**config.mk**
```make
export PLATFORM = sky130hd
export DESIGN_NAME = obstacle_scheduler
export DESIGN_NICKNAME = d
export VERILOG_FILES = /design/src/rtl/obstacle_scheduler.sv
export SDC_FILE = /design/constraint.sdc
export NUM_CORES = 1
export LEC_CHECK = 0
export BUFFER_PORTS_ARGS = -buffer_cell sky130_fd_sc_hd__buf_4
export CAP_MARGIN = 20
export CORE_MARGIN = 2
export CORE_UTILIZATION = 25
export CTS_CLUSTER_DIAMETER = 100
export DETAILED_ROUTE_END_ITERATION = 12
export SLEW_MARGIN = 20
export SYNTH_ARGS = -nofsm -noshare
export SYNTH_HDL_FRONTEND = slang
export SYNTH_SLANG_ARGS = --single-unit
```
**constraint.sdc**
```tcl
create_clock -name frame_clk -period 4.7 [get_ports frame_clk]
set_input_delay 0 -clock frame_clk [delete_from_list [all_inputs] [get_ports frame_clk]]
set_output_delay 0 -clock frame_clk [all_outputs]
set_load 0.02 [all_outputs]
```
**src/rtl/obstacle_scheduler.sv**
```systemverilog
// obstacle_scheduler: Bee-Scape obstacle field sequencer.
// Spawns, scrolls, retires and scores N_OBS obstacle slots once per video frame.
module obstacle_scheduler #(
  parameter int unsigned N_OBS        = 3,
  parameter int unsigned SPAWN_X      = 640,
  parameter int unsigned SPAWN_PERIOD = 90,
  parameter int unsigned Y_MIN        = 100,
  parameter int unsigned Y_RESET      = 242,
  parameter int unsigned PLAYER_X     = 120
) (
  input  logic                 frame_clk,
  input  logic                 Reset,
  input  logic                 start,
  input  logic                 collide,
  input  logic [2:0]           speed,
  output logic [10*N_OBS-1:0]  ObsX,
  output logic [10*N_OBS-1:0]  ObsY,
  output logic [N_OBS-1:0]     ObsActive,
  output logic [9:0]           score,
  output logic                 pass_pulse,
  output logic                 running,
  output logic                 halted
);

  typedef enum logic [1:0] {S_IDLE, S_RUN, S_HALT} state_t;

  localparam int unsigned CNT_W = $clog2(SPAWN_PERIOD);
  localparam int unsigned PC_W  = $clog2(N_OBS + 1);
  localparam logic [9:0]       SPAWN_X_C  = 10'(SPAWN_X);
  localparam logic [9:0]       Y_MIN_C    = 10'(Y_MIN);
  localparam logic [9:0]       Y_RESET_C  = 10'(Y_RESET);
  localparam logic [9:0]       PLAYER_X_C = 10'(PLAYER_X);
  localparam logic [CNT_W-1:0] CNT_LAST   = CNT_W'(SPAWN_PERIOD - 1);

  state_t                  state_q, state_d;
  logic [N_OBS-1:0][9:0]   x_q, x_d, y_q, y_d;
  logic [N_OBS-1:0]        act_q, act_d;
  logic [9:0]              score_q, score_d;
  logic                    pulse_q, pulse_d;
  logic [CNT_W-1:0]        cnt_q, cnt_d;
  logic [7:0]              lfsr_q, lfsr_d;
  logic                    running_q, halted_q;

  logic [9:0]              spd10;
  logic [9:0]              nx;
  logic [PC_W-1:0]         pass_cnt;
  logic                    found;
  logic [11:0]             score_sum;

  always_comb begin
    state_d   = state_q;
    x_d       = x_q;
    y_d       = y_q;
    act_d     = act_q;
    score_d   = score_q;
    pulse_d   = 1'b0;
    cnt_d     = cnt_q;
    lfsr_d    = {lfsr_q[6:0], lfsr_q[7] ^ lfsr_q[5] ^ lfsr_q[4] ^ lfsr_q[3]};
    spd10     = {7'b0, speed};
    nx        = '0;
    pass_cnt  = '0;
    found     = 1'b0;
    score_sum = '0;

    case (state_q)
      S_IDLE: begin
        if (start) begin
          state_d = S_RUN;
          cnt_d   = '0;
          score_d = '0;
        end
      end
      S_HALT: begin
        if (start) begin
          state_d = S_RUN;
          cnt_d   = '0;
          score_d = '0;
          x_d     = {N_OBS{SPAWN_X_C}};
          y_d     = {N_OBS{Y_RESET_C}};
          act_d   = '0;
        end
      end
      S_RUN: begin
        if (collide) begin
          state_d = S_HALT;
        end else begin
          for (int unsigned i = 0; i < N_OBS; i++) begin
            if (act_q[i]) begin
              if (x_q[i] < spd10) begin
                act_d[i] = 1'b0;
                x_d[i]   = SPAWN_X_C;
                y_d[i]   = Y_RESET_C;
              end else begin
                nx     = x_q[i] - spd10;
                x_d[i] = nx;
                if (x_q[i] >= PLAYER_X_C && nx < PLAYER_X_C)
                  pass_cnt = pass_cnt + PC_W'(1);
              end
            end
          end
          // Free means inactive before this frame; a slot retiring now waits a frame.
          if (cnt_q == CNT_LAST) begin
            for (int unsigned i = 0; i < N_OBS; i++) begin
              if (!act_q[i] && !found) begin
                found    = 1'b1;
                act_d[i] = 1'b1;
                x_d[i]   = SPAWN_X_C;
                y_d[i]   = Y_MIN_C + {3'b0, lfsr_q[6:0]};
              end
            end
            if (found) cnt_d = '0;
          end else begin
            cnt_d = cnt_q + CNT_W'(1);
          end
          score_sum = 12'(score_q) + 12'(pass_cnt);
          score_d   = (score_sum > 12'd1023) ? '1 : score_sum[9:0];
          pulse_d   = (pass_cnt != '0);
        end
      end
      default: state_d = S_IDLE;
    endcase
  end

  always_ff @(posedge frame_clk or posedge Reset) begin
    if (Reset) begin
      state_q   <= S_IDLE;
      x_q       <= {N_OBS{SPAWN_X_C}};
      y_q       <= {N_OBS{Y_RESET_C}};
      act_q     <= '0;
      score_q   <= '0;
      pulse_q   <= 1'b0;
      cnt_q     <= '0;
      lfsr_q    <= 8'hA5;
      running_q <= 1'b0;
      halted_q  <= 1'b0;
    end else begin
      state_q   <= state_d;
      x_q       <= x_d;
      y_q       <= y_d;
      act_q     <= act_d;
      score_q   <= score_d;
      pulse_q   <= pulse_d;
      cnt_q     <= cnt_d;
      lfsr_q    <= lfsr_d;
      running_q <= (state_d == S_RUN);
      halted_q  <= (state_d == S_HALT);
    end
  end

  assign ObsX       = x_q;
  assign ObsY       = y_q;
  assign ObsActive  = act_q;
  assign score      = score_q;
  assign pass_pulse = pulse_q;
  assign running    = running_q;
  assign halted     = halted_q;

endmodule
```
**Yosys cells after proc, flatten, opt, wreduce, memory -nomap -nowiden**

Index checks and enable logic that the tools add are counted.

- Register bits: 93
- Bits in latches: 0
- Memory bits (writable): 0
- ROM bits: 0
- Bits of input ports: 7
- Memories: 0

- $add $sub $neg: 8
- $mul: 0
- Divide/modulo/power cells: 0
- Magnitude comparators: 10
- Equal/unequal tests: 9
- Shift operators: 0
- Mux-type cells: 80
- Bitwise operators: 3
- Reduce and logical (&&, ||, !) cells: 17

Operators with widths:

| cell | number |
|---|---|
| $mux W10 | 21 |
| $mux W30 | 6 |
| $pmux W30 S2 | 2 |
| $ge A10 B7 Y1 const B | 3 |
| $lt A10 B3 Y1 | 3 |
| $lt A10 B7 Y1 const B | 3 |
| $sub A10 B3 Y10 | 3 |
| $mux W2 | 14 |
| $mux W7 | 4 |
| $mux W1 | 26 |
| $pmux W10 S2 | 1 |
| $pmux W7 S2 | 1 |
| $add A10 B2 Y11 | 1 |
| $gt A11 B10 Y1 const B | 1 |
| $mux W3 | 3 |
| $add A7 B7 Y8 const A | 1 |
| $add A7 B1 Y7 const B | 1 |
| $eq A7 B7 Y1 const B | 1 |
| $pmux W3 S2 | 1 |
| $reduce_and A3 Y1 | 2 |
| $reduce_bool A2 Y1 | 3 |
| $logic_and A1 B1 Y1 | 5 |
| $add A2 B1 Y2 const B | 2 |
| $eq A2 B1 Y1 const B | 2 |
| other kinds (10) | 17 |

**Longest topological paths before layout**

- Depth in word-level cells: 25
- Depth in mapped cells: 22
- Mapped depth without buffers: 22

**Least setup slack after synthesis**

No wires, ideal clock.

- Path kind: register to register
- Start: reg x_q, in the netlist ObsX[0]
- End: reg score_q[3] (netlist: score[3])
- Arrival time: 4.156 ns
- Path slack: 0.423 ns
- Cell stages (with the launch flop): 20
- Path buffers: 0
- Clock period less this slack: 4.277 ns
- Cells stage by stage: dfrtp_1 -> inv_1 -> ha_1 -> inv_1 -> fa_1 -> a21oi_1 -> nand3b_1 -> mux2i_1 -> a22oi_1 -> nor4_4 -> ha_1 -> mux2i_1 -> xnor2_1 -> ha_1 -> fa_1 -> and3_1 -> and3_1 -> nand3_1 -> o21ai_0 -> a22o_1

- Word-level cells in the longest chain between the ends: 25
- Elaborated cells between the ends (all ways): 27

Ends and longest elaborated chain:

| what | line | source |
|---|---|---|
| start: declaration | 36 | `logic [N_OBS-1:0][9:0] x_q, x_d, y_q, y_d;` |
| start signal: assignment | 127 | `x_q <= {N_OBS{SPAWN_X_C}};` |
| $sub A10 B3 Y10 | 94 | `nx = x_q[i] - spd10;` |
| $lt A10 B7 Y1 | 96 | `if (x_q[i] >= PLAYER_X_C && nx < PLAYER_X_C)` |
| $logic_and A1 B1 Y1 | 96 |  |
| $mux W1 | 96 |  |
| $mux W1 (*) | 89 | `if (x_q[i] < spd10) begin` |
| $mux W1 (*) | 88 | `if (act_q[i]) begin` |
| $mux W2 (*) | 84 | `if (collide) begin` |
| $mux W2 (*) | 65 | `case (state_q)` |
| (+9 left out) | n/a |  |
| $mux W2 (*) | 88 |  |
| $mux W2 (*) | 84 |  |
| $mux W2 (*) | 65 |  |
| $add A10 B2 Y11 (*) | 115 | `score_sum = 12'(score_q) + 12'(pass_cnt);` |
| $gt A11 B10 Y1 | 116 | `score_d = (score_sum > 12'd1023) ? '1 : score_sum[9:0];` |
| $mux W10 (*) | 116 |  |
| $mux W10 (*) | 84 |  |
| $pmux W10 S2 (*) | 65 |  |
| end signal: assignment | 141 | `score_q <= score_d;` |
| end: declaration | 38 | `logic [9:0] score_q, score_d;` |

Mark *: on every way between the ends. The rest lies on a longest branch, timed or not. The select of a mux whose other input is x is not followed.
A chain may end at the register's enable or synchronous reset.

**Worst setup path after layout**

- Start: reg x_q, in the netlist ObsX[10]
- End: reg score_q[2] (netlist: score[2])

- Word-level cells in the longest chain between the ends: 19
- Elaborated cells between the ends (all ways): 21

Ends and longest elaborated chain:

| what | line |
|---|---|
| $sub A10 B3 Y10 | 94 |
| $lt A10 B7 Y1 | 96 |
| $logic_and A1 B1 Y1 | 96 |
| $mux W2 | 96 |
| $mux W2 (*) | 89 |
| $mux W2 (*) | 88 |
| $mux W2 (*) | 84 |
| $mux W2 (*) | 65 |
| (+3 left out) | n/a |
| $mux W2 (*) | 88 |
| $mux W2 (*) | 84 |
| $mux W2 (*) | 65 |
| $add A10 B2 Y11 (*) | 115 |
| $gt A11 B10 Y1 | 116 |
| $mux W10 (*) | 116 |
| $mux W10 (*) | 84 |
| $pmux W10 S2 (*) | 65 |

Marked as above.

==> results by group <==
Worst setup path
  – CP bufs+invs: 2
  – Slowest cell on crit path: dfrtp_1
  – Top cell by count, worst path: ha_1
  – WP data arrival: 4.62 ns
  – CP required: 4.94 ns
  – CP max FO: 6
  – Max stage delay on crit path: 0.38 ns
  – Reg2Reg Setup Slack: 0.32 ns
  – Worst R2R Start: ObsX[10]$_DFFE_PP0P_
  – Crit. Startpoint: ObsX[10]$_DFFE_PP0P_
  – Crit path kind: flip-flop to flip-flop
  – Nature of the critical path endpoint: flip-flop
  – Startpoint Class: flip-flop
  – CP delay by family, top: adder cells
  – Critical-path cell list: inv_1 -> ha_1 -> inv_1 -> fa_2 -> a211oi_4 -> nand2_2 -> o22a_1 -> nor3_1 -> a31oi_1 -> nor4_1 -> ha_1 -> mux2i_1 -> xnor2_1 -> ha_1 -> fa_2 -> and3_1 -> and3_1 -> nand3_2 -> o21ai_0 -> a22o_1

Yosys
  – Post-synth EDFFs: 0
  – Yosys cell types: 73
  – Area contributors post-synth: dfrtp_1 (34%), dfstp_2 (13%), o21ai_0 (5.3%)
  – Mapped cell area: 5030 µm²
  – Seq cells post-synth: 93
  – Leading area contributor after synthesis: dfrtp_1
  – Top_reg_cell synth: dfrtp_1
  – Top-area cell type share of the netlist area: 33.8%
  – Yosys warns: 0
  – Synthesized netlist cell count: 522
  – Avg Cell Area, Syn: 9.63 µm²
  – Sequential element share of the synthesized area: 46.9%
  – Async S/R FF share, synth: 100%
  – Syn_nets: 548

Route
  – Iteration-0 DRC Markers: 237
  – Vias: 4,203
  – DRT Pass-1 Iters: 5
  – Routed wire length: 13,300 µm
  – Post-route ant nets: 0
  – Average wire per standard cell: 15.1 µm
  – Vias per Instance: 4.78
  – Drt drc: 0

Floorplanning
  – Initial Util: 25.7%
  – Rows: 51
  – Die W: 146 µm
  – Top-level port count: 83
  – Die height: 146 µm
  – Placeable Area: 19,600 µm²
  – Die ar.: 21,300 µm²

Clock tree
  – Worst-Skew Late Latency: 0.35 ns
  – Clk pin slew, worst setup/hold paths: 0.07 ns
  – Clock Tree Root: clkbuf_16
  – Total CTS buffers: 9
  – H-tree lvl count: 3
  – Sinks on the clock net: 93
  – CTS tree: done
  – Clock Path Buffers: 2

Global routing
  – Overall global routing resource usage: 12.7%
  – Pin count of the biggest net entering global routing: 50
  – Grt ovf: 0
  – Initial antenna violation count: 0
  – First-pass GRT wire length: 21,600 µm
  – Vias in the first global route: 4,017

Cells and area
  – Area Overhead vs Synth: 24.9%
  – Filler cells: 2,060
  – Share of cells above drive strength 1: 26.5%
  – Number of inserted diodes: 0
  – Nets: 635

Min path
  – Worst min path class: primary input to flip-flop
  – Worst Hold Launch: start

Timing
  – Final Worst Setup Slack: 0.323 ns
  – Fin crit share: 93.1%
  – # setup viols final: 0
  – Final setup skew: 0.00542 ns
  – Slew Viols, Final: 0
  – Setup TNS: 0 ns
  – Worst Tran Pin Value: 0.943 ns
  – RSZ-0062 raised after global routing: no
  – Max transition margin: 37.0%
  – Hold Vio Cnt, Final: 0
  – FMAX: 228 MHz
  – Post-layout min period: 4.38 ns

Placement
  – Quantity of I/O buffers inserted on ports: 82
  – DP HPWL: 9550 µm
  – GPL Wtd Cong: 0.822
  – Setup slack at placement: 0.175 ns

Power and ir drop
  – VDD IR-drop max: 177 µV
  – Switch share: 29.7%
  – Power Total: 1830 µW
  – Sequential power share: 46.3%
  – LEAKAGE: 0.00273 µW
  – Gate power share: 14.7%
  – Clock network power share: 39.0%
  – Internal power: 1290 µW
  – Sw power: 542 µW
  – PwrDens: 291 nW/µm²

Outcome
  – Outcome: finished clean

Flow run
  – Max_cap viols: 0
## layout make-up
| type | instances | area [µm²] | area share, % |
|---|---|---|---|
| Tap cell | 265 | 332 | 5.28 |
| Multi-Input combinational cell | 387 | 2500 | 39.9 |
| Sequential cell | 93 | 2360 | 37.6 |
| Inverter | 26 | 101 | 1.61 |
| Clock buffer | 10 | 239 | 3.81 |
| Clock inverter | 6 | 46.3 | 0.737 |
| Timing Repair Buffer | 92 | 698 | 11.1 |
## flip-flops by register name, indices dropped and copies added (netlist names), 2 cells and up
signal     cells
ObsY          30
ObsX          30
state_q        2
lfsr_q         8
score         10
cnt_q          7
ObsActive      3
## layout by cell type, fill, tap and decap left out, types with 4 or more instances in the layout
cell,n
nor2_1,46
xor2_1,4
o31ai_1,8
xnor2_1,8
dfstp_2,25
nand2_1,48
inv_1,23
nand4_1,7
a21oi_1,34
a22o_1,12
buf_4,89
and2_1,4
ha_1,15
nor2b_1,14
dfrtp_1,68
nand3_1,15
a41oi_1,5
o21ai_1,9
nor3_1,9
and3_1,5
nand2b_1,9
a31oi_1,4
clkbuf_16,9
o22a_1,8
o21ai_0,53
## per-stage QoR
stage          utilization, %  hold WS (ns)  instance area (µm²)  cells
2_1_floorplan               -         0.140                 5030    522
3_3_place_gp             30.3         0.117                 5940    859
3_5_place_dp             30.3         0.138                 5940    859
4_1_cts                  32.0       0.00537                 6260    878
5_1_grt                  32.1        0.0415                 6280    879
6_report                 32.1        0.0216                 6280    879
## layer usage
layer / up-vias / wire length (µm) / track usage [%]
met5: - / 0 / 0
met4: 0 / 175 / 3.87
met3: 12 / 940 / 4.01
met2: 112 / 5700 / 18.5
met1: 2021 / 6440 / 17.9
li1: 2058 / - / -
## power by group through the flow
stage | Combinational [µW] | Sequential, µW | Clock [µW]
after floorplan | 186 | 859 | 0
after global placement | 269 | 860 | 0
after detailed placement | 268 | 860 | 0
after CTS | 271 | 846 | 742
after global routing | 297 | 850 | 772
final | 268 | 846 | 713
## worst min-delay path, delay by kind of cell
family	cells	cell delay, ns
buffers and inverters	2	0.22
AOI/OAI and AO/OA	1	0.12
## synthesized netlist by cell type, types with 4 or more instances
| cell type | count |
|---|---|
| a41oi_1 | 5 |
| o21ai_0 | 53 |
| and2_1 | 4 |
| a31oi_1 | 4 |
| dfstp_2 | 25 |
| o31ai_1 | 8 |
| o21ai_1 | 9 |
| nand2_1 | 49 |
| o22a_1 | 8 |
| a22o_1 | 12 |
| dfrtp_1 | 68 |
| xor2_1 | 4 |
| inv_1 | 24 |
| nor2b_1 | 14 |
| xnor2_1 | 8 |
| and3_1 | 5 |
| clkbuf_1 | 9 |
| buf_2 | 5 |
| nand3_1 | 16 |
| nor3_1 | 9 |
| nor2_1 | 46 |
| fa_1 | 4 |
| nand2b_1 | 9 |
| a21oi_1 | 34 |
| ha_1 | 15 |
| nand4_1 | 7 |
## cell families (layout without fill, tap and decap cells)
group | count (synthesis) | after routing | synth area share, %
buf+inv | 42 | 134 | 3.51
fa+ha+maj | 19 | 19 | 5.33
xor+xnor | 12 | 12 | 2.09
simple gates | 187 | 187 | 19.3
compound gates | 166 | 166 | 22.2
mux | 3 | 3 | 0.597
flops | 93 | 93 | 46.9
## timing repair
| item | in CTS | in global routing |
|---|---|---|
| buffers inserted | 0 | 1 |
| setup endpoints to repair | 0 | 5 |
| gates resized for setup | 0 | 4 |
| hold buffers | 3 | 0 |
| endpoints found under the hold margin | 39 | 0 |
## path summary, 6_finish.rpt
| kind | end | depth (start not counted) |
|---|---|---|
| worst min-delay path | state_q[1]$_DFF_PP0_ | 3 |
| worst max register to register | score[2]$_DFFE_PP0P_ | 20 |
| min in group asynchronous | ObsY[28]$_DFFE_PP0P_ | 3 |
| max in group asynchronous | running$_DFF_PP0_ | 4 |
| worst max-delay path | score[2]$_DFFE_PP0P_ | 20 |
| worst min register to register | lfsr_q[7]$_DFF_PP1_ | 0 |
(Power assumes the default switching activity.)
